## config.mk

```make
export PLATFORM = sky130hd
export DESIGN_NAME = operand_stack
export DESIGN_NICKNAME = d
export VERILOG_FILES = /design/src/rtl/operand_stack_pkg.sv /design/src/rtl/stack_mem.sv /design/src/rtl/operand_stack.sv
export SDC_FILE = /design/constraint.sdc
export NUM_CORES = 1
export LEC_CHECK = 0
export CELL_PAD_IN_SITES_DETAIL_PLACEMENT = 0
export CELL_PAD_IN_SITES_GLOBAL_PLACEMENT = 1
export CORE_ASPECT_RATIO = 1.75
export CORE_MARGIN = 5
export CORE_UTILIZATION = 56
export CTS_CLUSTER_DIAMETER = 150
export DETAILED_ROUTE_END_ITERATION = 8
export HOLD_SLACK_MARGIN = 0.05
export PLACE_DENSITY = 0.9
export SYNTH_ARGS = -nofsm -noshare
export SYNTH_HDL_FRONTEND = slang
export SYNTH_SLANG_ARGS = --single-unit
```

## constraint.sdc

```tcl
create_clock -name clk -period 9.7 [get_ports clk]
set_input_delay 1.94 -clock clk [delete_from_list [all_inputs] [get_ports clk]]
set_output_delay 1.94 -clock clk [all_outputs]
set_load 0.1 [all_outputs]
```

## src/rtl/operand_stack_pkg.sv

```systemverilog
//------------------------------------------------------------------------------
// Module  : operand_stack_pkg
// Brief   : Shared definitions for the CPU operand stack: default geometry,
//           error-flag bit positions and the push/pop operation decode.
// Revision: 1.0 - initial release
//------------------------------------------------------------------------------
`default_nettype none

package operand_stack_pkg;

  // Default geometry shared with the CPU control
  localparam int DEF_WIDTH   = 8;
  localparam int DEF_DEPTH   = 16;

  // Error-flag vector layout
  localparam int ERR_W       = 2;
  localparam int ERR_OVF_BIT = 0;
  localparam int ERR_UDF_BIT = 1;

  // Operation requested in a cycle, encoded as {push, pop}
  typedef enum logic [1:0] {
    OP_IDLE    = 2'b00,
    OP_POP     = 2'b01,
    OP_PUSH    = 2'b10,
    OP_REPLACE = 2'b11
  } stack_op_e;

  function automatic stack_op_e decode_op(input logic push, input logic pop);
    return stack_op_e'({push, pop});
  endfunction

endpackage

`default_nettype wire

```

## src/rtl/stack_mem.sv

```systemverilog
//------------------------------------------------------------------------------
// Module  : stack_mem
// Brief   : Operand-stack storage: register array with one synchronous write
//           port and two combinational read ports (top and second entry).
//           Contents are not reset.
// Revision: 1.0 - initial release
//------------------------------------------------------------------------------
`default_nettype none

module stack_mem
  import operand_stack_pkg::*;
#(
  parameter int WIDTH = DEF_WIDTH,
  parameter int DEPTH = DEF_DEPTH,
  parameter int AW    = $clog2(DEPTH)
) (
  input  logic             clk,
  input  logic             we,
  input  logic [AW-1:0]    waddr,
  input  logic [WIDTH-1:0] wdata,
  input  logic [AW-1:0]    raddr_top,
  input  logic [AW-1:0]    raddr_next,
  output logic [WIDTH-1:0] rdata_top,
  output logic [WIDTH-1:0] rdata_next
);

  logic [WIDTH-1:0] r_mem [DEPTH];

  // Single write port; storage deliberately has no reset
  always_ff @(posedge clk) begin
    if (we) begin
      r_mem[waddr] <= wdata;
    end
  end

  assign rdata_top  = r_mem[raddr_top];
  assign rdata_next = r_mem[raddr_next];

endmodule

`default_nettype wire

```

## src/rtl/operand_stack.sv

```systemverilog
//------------------------------------------------------------------------------
// Module  : operand_stack
// Brief   : LIFO operand stack with simultaneous push/pop (replace-top),
//           saturating stack pointer and overflow/underflow flags.
//           Macro STACK_ERR_LATCH_EN: when defined the error flags are sticky
//           until clr_err; otherwise they are single-cycle pulses.
// Revision: 1.0 - initial release
//------------------------------------------------------------------------------
`default_nettype none

module operand_stack
  import operand_stack_pkg::*;
#(
  parameter int WIDTH = DEF_WIDTH,
  parameter int DEPTH = DEF_DEPTH
) (
  input  logic                     clk,
  input  logic                     reset,
  input  logic                     push,
  input  logic                     pop,
  input  logic [WIDTH-1:0]         data_in,
  input  logic                     clr_err,
  output logic [WIDTH-1:0]         data_out,
  output logic [WIDTH-1:0]         next_out,
  output logic [$clog2(DEPTH):0]   count,
  output logic                     full,
  output logic                     empty,
  output logic                     overflow,
  output logic                     underflow
);

  localparam int               AW         = $clog2(DEPTH);
  localparam logic [AW:0]      C_FULL_CNT = (AW+1)'(DEPTH);
  localparam logic [AW:0]      C_ONE      = (AW+1)'(1);
  localparam logic [AW:0]      C_TWO      = (AW+1)'(2);

  logic [AW:0]       r_sp;
  logic [AW:0]       w_sp_nxt;
  logic [ERR_W-1:0]  r_err;
  logic [ERR_W-1:0]  w_err;
  logic              w_we;
  logic              w_mem_we;
  logic [AW-1:0]     w_waddr;
  logic [AW-1:0]     w_top_addr;
  logic [AW-1:0]     w_next_addr;
  logic [WIDTH-1:0]  w_rd_top;
  logic [WIDTH-1:0]  w_rd_next;
  logic              w_full;
  logic              w_empty;
  stack_op_e         w_op;

  assign w_op        = decode_op(push, pop);
  assign w_full      = (r_sp == C_FULL_CNT);
  assign w_empty     = (r_sp == '0);
  // When sp is 0 or 1 these wrap to a legal index; the outputs are masked
  assign w_top_addr  = AW'(r_sp - C_ONE);
  assign w_next_addr = AW'(r_sp - C_TWO);

  // Next stack pointer, write request and error detection
  always_comb begin
    w_sp_nxt = r_sp;
    w_we     = 1'b0;
    w_waddr  = r_sp[AW-1:0];
    w_err    = '0;
    case (w_op)
      OP_PUSH: begin
        if (!w_full) begin
          w_we     = 1'b1;
          w_sp_nxt = r_sp + C_ONE;
        end else begin
          w_err[ERR_OVF_BIT] = 1'b1;
        end
      end
      OP_POP: begin
        if (!w_empty) begin
          w_sp_nxt = r_sp - C_ONE;
        end else begin
          w_err[ERR_UDF_BIT] = 1'b1;
        end
      end
      OP_REPLACE: begin
        w_we = 1'b1;
        if (!w_empty) begin
          w_waddr = w_top_addr;
        end else begin
          // Nothing to replace: behaves as a push but still flags underflow
          w_sp_nxt           = C_ONE;
          w_err[ERR_UDF_BIT] = 1'b1;
        end
      end
      default: ;
    endcase
  end

  // A push coinciding with an active reset must not land in storage
  assign w_mem_we = w_we & reset;

  // Stack pointer register
  always_ff @(posedge clk or negedge reset) begin
    if (!reset) begin
      r_sp <= '0;
    end else begin
      r_sp <= w_sp_nxt;
    end
  end

`ifdef STACK_ERR_LATCH_EN
  // Sticky error flags: a new error beats a simultaneous clear
  always_ff @(posedge clk or negedge reset) begin
    if (!reset) begin
      r_err <= '0;
    end else begin
      r_err <= w_err | (r_err & {ERR_W{~clr_err}});
    end
  end
`else
  logic w_unused_clr_err;
  assign w_unused_clr_err = clr_err;

  // Error flags pulse for one cycle after the offending edge
  always_ff @(posedge clk or negedge reset) begin
    if (!reset) begin
      r_err <= '0;
    end else begin
      r_err <= w_err;
    end
  end
`endif

  stack_mem #(
    .WIDTH (WIDTH),
    .DEPTH (DEPTH),
    .AW    (AW)
  ) u_stack_mem (
    .clk        (clk),
    .we         (w_mem_we),
    .waddr      (w_waddr),
    .wdata      (data_in),
    .raddr_top  (w_top_addr),
    .raddr_next (w_next_addr),
    .rdata_top  (w_rd_top),
    .rdata_next (w_rd_next)
  );

  assign data_out  = w_empty       ? '0 : w_rd_top;
  assign next_out  = (r_sp < C_TWO) ? '0 : w_rd_next;
  assign count     = r_sp;
  assign full      = w_full;
  assign empty     = w_empty;
  assign overflow  = r_err[ERR_OVF_BIT];
  assign underflow = r_err[ERR_UDF_BIT];

endmodule

`default_nettype wire

```

Yosys cells after proc, flatten, opt, wreduce, memory -nomap -nowiden. Memory sizes are Yosys's and may differ from the RTL's. Cells that the tools add are included.

Bits in writable memories: 128. Input bits: 13. Bits in registers: 7. Output and inout bits: 25. Memories: 1.

Memory list: u_stack_mem.r_mem (depth 16, bits a word 8, rd ports 2, clocked after memory_dff 0, write ports 1, line stack_mem.sv:27) `logic [WIDTH-1:0] r_mem [DEPTH];`.

Bitwise operators: 1. Equality and inequality tests: 7. Magnitude comparators: 1. Add/sub/neg operators: 3. Mux-type cells: 16. Reductions and logical operators: 4.

Operator list (count): 8-bit two-way mux (2); 5-bit two-way mux (3); 5-bit case mux with 3 select lines (1); 4-bit two-way mux (2); 1-bit two-way mux (7); 2-bit != test (second input constant) (3); 5-bit by 1-bit adder with 5-bit output (second input constant) (1); 5-bit equality test (second input constant) (1); 5-bit zero test (1); 5-bit by 2-bit < comparator with 1-bit output (second input constant) (1); 5-bit by 1-bit subtractor with 5-bit output (second input constant) (1); 2-bit equality test (second input constant) (2); 4-bit AND reduction (1); 4-bit by 2-bit subtractor with 4-bit output (second input constant) (1); 3-bit nonzero test (1); 2-bit by 1-bit equality test with 1-bit output (second input constant) (1); 1-bit case mux with 2 select lines (1); 2-bit OR reduction (1); 1-bit AND (1).

Longest topological paths before layout. Gate-level depths: netlist of run 1.

Depth after elaboration: 6. Depth in mapped cells: 9. Gate-level depth less buffers: 7.

Cells and area by module. From an unflattened synthesis of run 1, not the netlist that was laid out.

Cell total of the unflattened synthesis: 377. Area, all modules: 6746.5 um2.

By module, submodules not included: stack_mem (times used 1, cells each 291, sequential area each 3843.7 um2, area an instance 6025.8 um2); operand_stack (times used 1, cells each 86, sequential area each 175.2 um2, area an instance 720.7 um2).

Worst setup path before layout of run 1. Ideal clock, no wire load.

Path type: register to output. From: reg r_sp[1] (netlist: count[1]). To: out data_out[0]. Data required time: 7.760 ns. Setup slack: 3.257 ns. Stages on the path, launching flop included: 10. Buffers on the path: 3. Data arrival time: 4.503 ns. Path through: dfrtp_1 > buf_2 > inv_1 > clkbuf_1 > ha_1 > a21boi_2 > xnor2_2 > buf_6 > mux2i_1 > o22ai_1.

Cells in the longest elaborated chain, start to end: 3. Elaborated cells on any way between the ends: 4. Those cells by class: add/sub (1); mux (1); reduce/logical (1); memory (1).

RTL lines: start: declaration (line operand_stack.sv:37) `logic [AW:0] r_sp;`; start signal: assignment (line operand_stack.sv:103) `r_sp <= w_sp_nxt;`; 5-bit by 1-bit subtractor with 5-bit output; memory read 16 x 8 bit; 8-bit two-way mux * (line operand_stack.sv:145) `assign data_out = w_empty ? '0 : w_rd_top;`; end: declaration (line operand_stack.sv:23) `output logic [WIDTH-1:0] data_out,`.

Every way passes the cells marked *; elsewhere a longest branch is shown, timed or not.

Final worst setup path of run 1.
From: reg r_sp[1] (netlist: count[1]). To: out data_out[5].

Same word-level chain as after synthesis.

==> flow_metrics.tcl, run 1 <==
set metrics [dict create \
    drcViolationCount 0 \
    worst_pin_slew_ns 1.09 \
    synthArstFlopShare_pct 5.19 \
    max_slew_margin_pct 27.3 \
    cts_resized 0 \
    grt_max_degree 60 \
    via_count 3872 \
    gp_congestion 0.818 \
    cp_cell_sequence "buf_4 > inv_1 > ha_2 > buf_4 > mux4_2 > mux2i_1 > o22ai_1 > clkdlybuf4s50_1" \
    synth_cell_types 51 \
    yosys-top-cells-count "edfxtp_1, mux4_2, mux2i_1" \
    seq_area_frac_synth_pct 60.3 \
    ys_warn_count 0 \
    crit_path_max_fanout 22 \
    synth_enable_flop_cells 128 \
    grt_pass1_wl_mm 24.8 \
    n_antenna_cell 0 \
    io_buffers 36 \
    drv_cap 0 \
    antenna_found_initial 0 \
    htree_levels 4 \
    cts_buffer_depth 2 \
    syn_area_um2 6670 \
    synth_most_common_cell "edfxtp_1" \
    cts_root_buffer "clkbuf_16" \
    critical_path_class "reg -> out" \
    synth_seq_cells 135 \
    core_um2 11600 \
    worstPathRequired_ns 7.76 \
    synthCells 361 \
    timing.final.crit_share_pct 69.8 \
    wire_per_inst_um 29.6 \
    clock_sinks 135 \
    holdBufCountCts 0 \
    worstSetupEndpointType "primary output" \
    finalHoldViolations 0 \
    clk_pin_slew_worst_paths_ns 0.06 \
    overflow 0 \
    drt_iter0_drc 390 \
    cts_inserted_buffers 17 \
    clk_latency_ns 0.42 \
    min_path_type "reg -> reg" \
    worstPathArrival_ns 4.83 \
    post-cts-setup-buffers 0 \
    drt-pass1-iter-count 5 \
    path_delay_family "buffers and inverters" \
    final_max_slew_viol_count 0 \
    start_util_pct 57.2 \
    grt_pass1_vias 4126 \
    fin_skew_ns 0.0112 \
    avgSynthCellArea_um2 18.5 \
    status "finished, final reports clean" \
    io-pin-count 38 \
    synth_area_leader_cell "edfxtp_1" \
    yosys_most_used_dff "edfxtp_1" \
    crit_slowest_cell "clkdlybuf4s50_1" \
    slowest_delay_ns 1.04 \
    synth_top_area_share_pct 57.7 \
    hpwlAfterDp_mm 10.8 \
    num_rows 52 \
    die_w_um 92.5 \
    syn-num-nets 380 \
    vias_per_cell 6.99 \
    cp_num_buf_inv 4 \
    rsz0062_at_grt "false" \
    ant_nets 0 \
    setup_violations 0 \
    drt-total-wl_mm 16.4 \
    fin_nets 425 \
    layout-drive-gt1-share_pct 30.5 \
    cp_common_cell "buf_4" \
    dieHeight_um 154 \
    timing.setup.tns_ns 0 \
    synth_area_leaders "edfxtp_1, mux4_2, mux2i_1, dfrtp_1, o22ai_1" \
    timing.fmax_ghz 0.148 \
    grt_usage_pct 24.3 \
    min_period_ns 6.77 \
    die-area_um2 14300 \
    start_kind "register" \
    area_delta_synth_final_pct 17.4 \
    tritoncts "yes" \
]
## through the flow
step                      instances  utilization, %  hold WS (ns)  setup slack, ns  instance area (um2)
after detailed placement        522            62.5         0.716             3.33                 7270
after CTS                       554            67.2         0.726             2.84                 7830
after global routing            554            67.2         0.753             2.68                 7830
after global placement          522            62.5         0.704             3.34                 7270
final                           554            67.2         0.726             2.93                 7830
after floorplan                 361               -          1.18             3.26                 6670
## logic make-up after synthesis
| family | share of synthesized area (%) |
|---|---|
| simple gates | 4.62 |
| flops | 60.3 |
| xor+xnor | 0.638 |
| mux | 26.9 |
| fa+ha+maj | 1.13 |
| buf+inv | 2.44 |
| compound gates | 3.98 |
## metal layers
| layer | global-route usage, % | vias to the layer above | share of wire [%] |
|---|---|---|---|
| met5 | 0 | - | 0 |
| met4 | 13.8 | 0 | 5.1 |
| met3 | 3.79 | 46 | 5.4 |
| met2 | 42.3 | 167 | 54 |
| met1 | 28.4 | 2018 | 35 |
| li1 | - | 1641 | - |
## cells in the final DEF, fill, tap and decap left out, drive strengths merged, types with 3 or more instances in the layout
cell and n:
o22ai 16, nor3 9, dfrtp 7, a31oi 4, buf 14, inv 9, nor2 4, a21oi 5
clkinvlp 5, nor4 10, edfxtp 128, o21ai 3, mux4 64, nand3 3, nand2 9, clkdlybuf4s50 36
mux2i 33, ha 6, clkinv 4, clkbuf 18
## flip-flops by register name (all words and copies together), names as in the netlist
signal,count
count,5
u_stack_mem.r_mem,128
r_err,2
## worst register-to-register path, delay by kind of cell (launching register included)
family          cells  cell delay (ns)
fa+ha+maj           1             0.90
flops               1             0.33
compound gates      1             0.15
simple gates        2             1.17
buf+inv             4             1.57
## path summary, 6_finish.rpt
kind                       slack (ns)  cells after the start                                  to                 start
min                              0.73                      2                count[4]$_DFFE_PN0P_  count[4]$_DFFE_PN0P_
min reg2reg                      0.73                      2                count[4]$_DFFE_PN0P_  count[4]$_DFFE_PN0P_
max                              2.93                      8                         data_out[5]  count[1]$_DFFE_PN0P_
max in group asynchronous        7.58                      1                count[0]$_DFFE_PN0P_                 reset
max reg2reg                      5.28                      8  u_stack_mem.r_mem[12][2]$_DFFE_PP_  count[1]$_DFFE_PN0P_
min in group asynchronous        1.81                      1                count[4]$_DFFE_PN0P_                 reset
## area by class of cell
class,count,area (um2)
timing repair buffer,50,465
clock inverter,14,125
tap,135,169
sequential,135,4020
fill,791,3820
inverter,5,18.8
clock buffer,18,429
multi-input combinational,197,2600
Power of run 1 is not shown: default switching activity piles up to over one toggle a cycle in this logic, so the estimate is an artifact.
==> inputs of run 2 (changes only) <==
--- a/config.mk
+++ b/config.mk
@@ -9,11 +9,11 @@
 export CELL_PAD_IN_SITES_GLOBAL_PLACEMENT = 1
 export CORE_ASPECT_RATIO = 1.75
 export CORE_MARGIN = 5
-export CORE_UTILIZATION = 56
+export CORE_UTILIZATION = 47
 export CTS_CLUSTER_DIAMETER = 150
 export DETAILED_ROUTE_END_ITERATION = 8
 export HOLD_SLACK_MARGIN = 0.05
-export PLACE_DENSITY = 0.9
+export PLACE_DENSITY = 0.81
 export SYNTH_ARGS = -nofsm -noshare
 export SYNTH_HDL_FRONTEND = slang
 export SYNTH_SLANG_ARGS = --single-unit
==> constraint.sdc (replaced) <==
create_clock -name clk -period 5.5 [get_ports clk]
set_input_delay 1.1 -clock clk [delete_from_list [all_inputs] [get_ports clk]]
set_output_delay 1.1 -clock clk [all_outputs]
set_load 0.1 [all_outputs]
==> run 2 against run 1 <==
Cell count increased by 8.8%; via count increased by 1.7%; count of clock-buffer cells in the layout decreased by 1; worst hold slack got worse by 0.019 ns; critical endpoint unchanged; non-clock buffer count increased by 7; largest cell class unchanged; highest routed layer unchanged; core utilization decreased by 8.8 points; critical path type unchanged; clock skew decreased by 0.0028 ns; die area increased by 17%; sequential cell count unchanged.
==> flow_metrics.tcl, run 2 (synthesis results as in run 1) <==
set metrics [dict create \
    status "finished, final reports clean" \
    layout-drive-gt1-share_pct 38.0 \
    worst_pin_slew_ns 1.14 \
    rsz0062_at_grt "false" \
    ant_nets 0 \
    io_buffers 36 \
    wire_per_inst_um 27.6 \
    cts_inserted_buffers 17 \
    num_rows 57 \
    vias_per_cell 6.53 \
    antenna_found_initial 0 \
    top_register "u_stack_mem.r_mem" \
    via_count 3939 \
    io-pin-count 38 \
    start_kind "register" \
    hpwlAfterDp_mm 11.1 \
    overflow 0 \
    clk_pin_slew_worst_paths_ns 0.06 \
    cts_buffer_depth 2 \
    drt-pass1-iter-count 5 \
    fill_cells 1031 \
    drt-total-wl_mm 16.7 \
    rr_startpoint "count[0]$_DFFE_PN0P_" \
    worstPathArrival_ns 3.51 \
    r2r_end "u_stack_mem.r_mem[12][6]$_DFFE_PP_" \
    drt_iter0_drc 343 \
    min-delay-start "count[4]$_DFFE_PN0P_" \
    multi_input_area_um2 2620 \
    timing.fmax_ghz 0.217 \
    area_delta_synth_final_pct 21.9 \
    min_path_type "reg -> reg" \
    dieHeight_um 168 \
    tritoncts "yes" \
    setup_violations 0 \
    whs_path_depth 1 \
    holdBufCountCts 0 \
    post-cts-setup-buffers 0 \
    worstSetupEndpointType "primary output" \
    max_slew_margin_pct 23.3 \
    min_period_ns 4.61 \
    worstPathRequired_ns 4.40 \
    drcViolationCount 0 \
    clk_latency_ns 0.41 \
    grt_max_degree 59 \
    htree_levels 4 \
    rrSetupSlack_ns 1.46 \
    finalHoldViolations 0 \
    grt_usage_pct 20.6 \
    cts_root_buffer "clkbuf_16" \
    start_util_pct 47.9 \
    rr_worst_depth 7 \
    layout_commonest_cell "edfxtp_1" \
    gp_congestion 0.855 \
    clock_sinks 135 \
    fin_nets 432 \
    die_w_um 100 \
    final_max_slew_viol_count 0 \
    largest_reg_flops 128 \
    final-seq-area_um2 4020 \
    drv_cap 0 \
    fin_skew_ns 0.00843 \
    crit_path_max_fanout 22 \
    die-area_um2 16800 \
    timing.setup.tns_ns 0 \
    grt_pass1_vias 4055 \
    timing.final.crit_share_pct 83.9 \
    grt_pass1_wl_mm 25.0 \
    n_antenna_cell 0 \
    final_cell_mix "edfxtp_1, mux4_2, mux2i_1" \
    core_um2 13900 \
    hold_end "count[4]$_DFFE_PN0P_" \
    critical_path_class "reg -> out" \
    cts_resized 0 \
]
run 2: changes by cell type in the layout (fill, tap and decap cells not counted), moves of 2 or more:
cell	change
clkdlybuf4s50_1	-18
buf_12	+16
buf_4	+9
o22ai_1	-8
o22ai_2	+8
nor4_2	+3
nor4_4	-3
inv_8	+2
run 2: worst max-delay path by stage:
stage	from	to	slack, ns	cells past startpoint
floorplan	count[1]$_DFFE_PN0P_	next_out[3]	0.03	9
global route	count[0]$_DFFE_PN0P_	data_out[4]	0.65	7
global placement	count[0]$_DFFE_PN0P_	data_out[5]	1.25	7
detailed placement	count[0]$_DFFE_PN0P_	data_out[5]	1.22	7
CTS	count[0]$_DFFE_PN0P_	data_out[5]	0.79	7
finish	count[0]$_DFFE_PN0P_	data_out[5]	0.89	7
run 2: cell type report:
class	instances	area share [%]
tap	177	2.72
sequential	135	49.5
timing repair buffer	57	8.28
inverter	5	0.231
clock buffer	17	5.23
clock inverter	15	1.77
multi-input combinational	197	32.3
run 2: worst max-delay path, stage by stage (launching register included):
cell and delay, ns:
dfrtp_4 0.61, inv_2 0.13, ha_2 0.73, buf_4 0.47
mux4_2 0.59, mux2i_1 0.18, o22ai_2 0.14, buf_12 0.22
run 2: through the flow:
stage               area, um2  std cells  hold slack, ns  util, %  setup WS, ns
floorplan                6720        361           0.804        -        0.0281
global placement         7560        571           0.700     54.4          1.25
detailed placement       7560        571           0.697     54.4          1.22
CTS                      8130        603           0.709     58.4         0.788
global route             8130        603           0.744     58.4         0.650
finish                   8130        603           0.707     58.4         0.885
run 2: layer usage:
metal | global-route usage (%) | share of wire, %
met5 | 0 | 0
met4 | 10.7 | 4.0
met3 | 4.25 | 6.8
met2 | 35.9 | 55
met1 | 23.7 | 34
Power of run 2 is left out for the same reason.
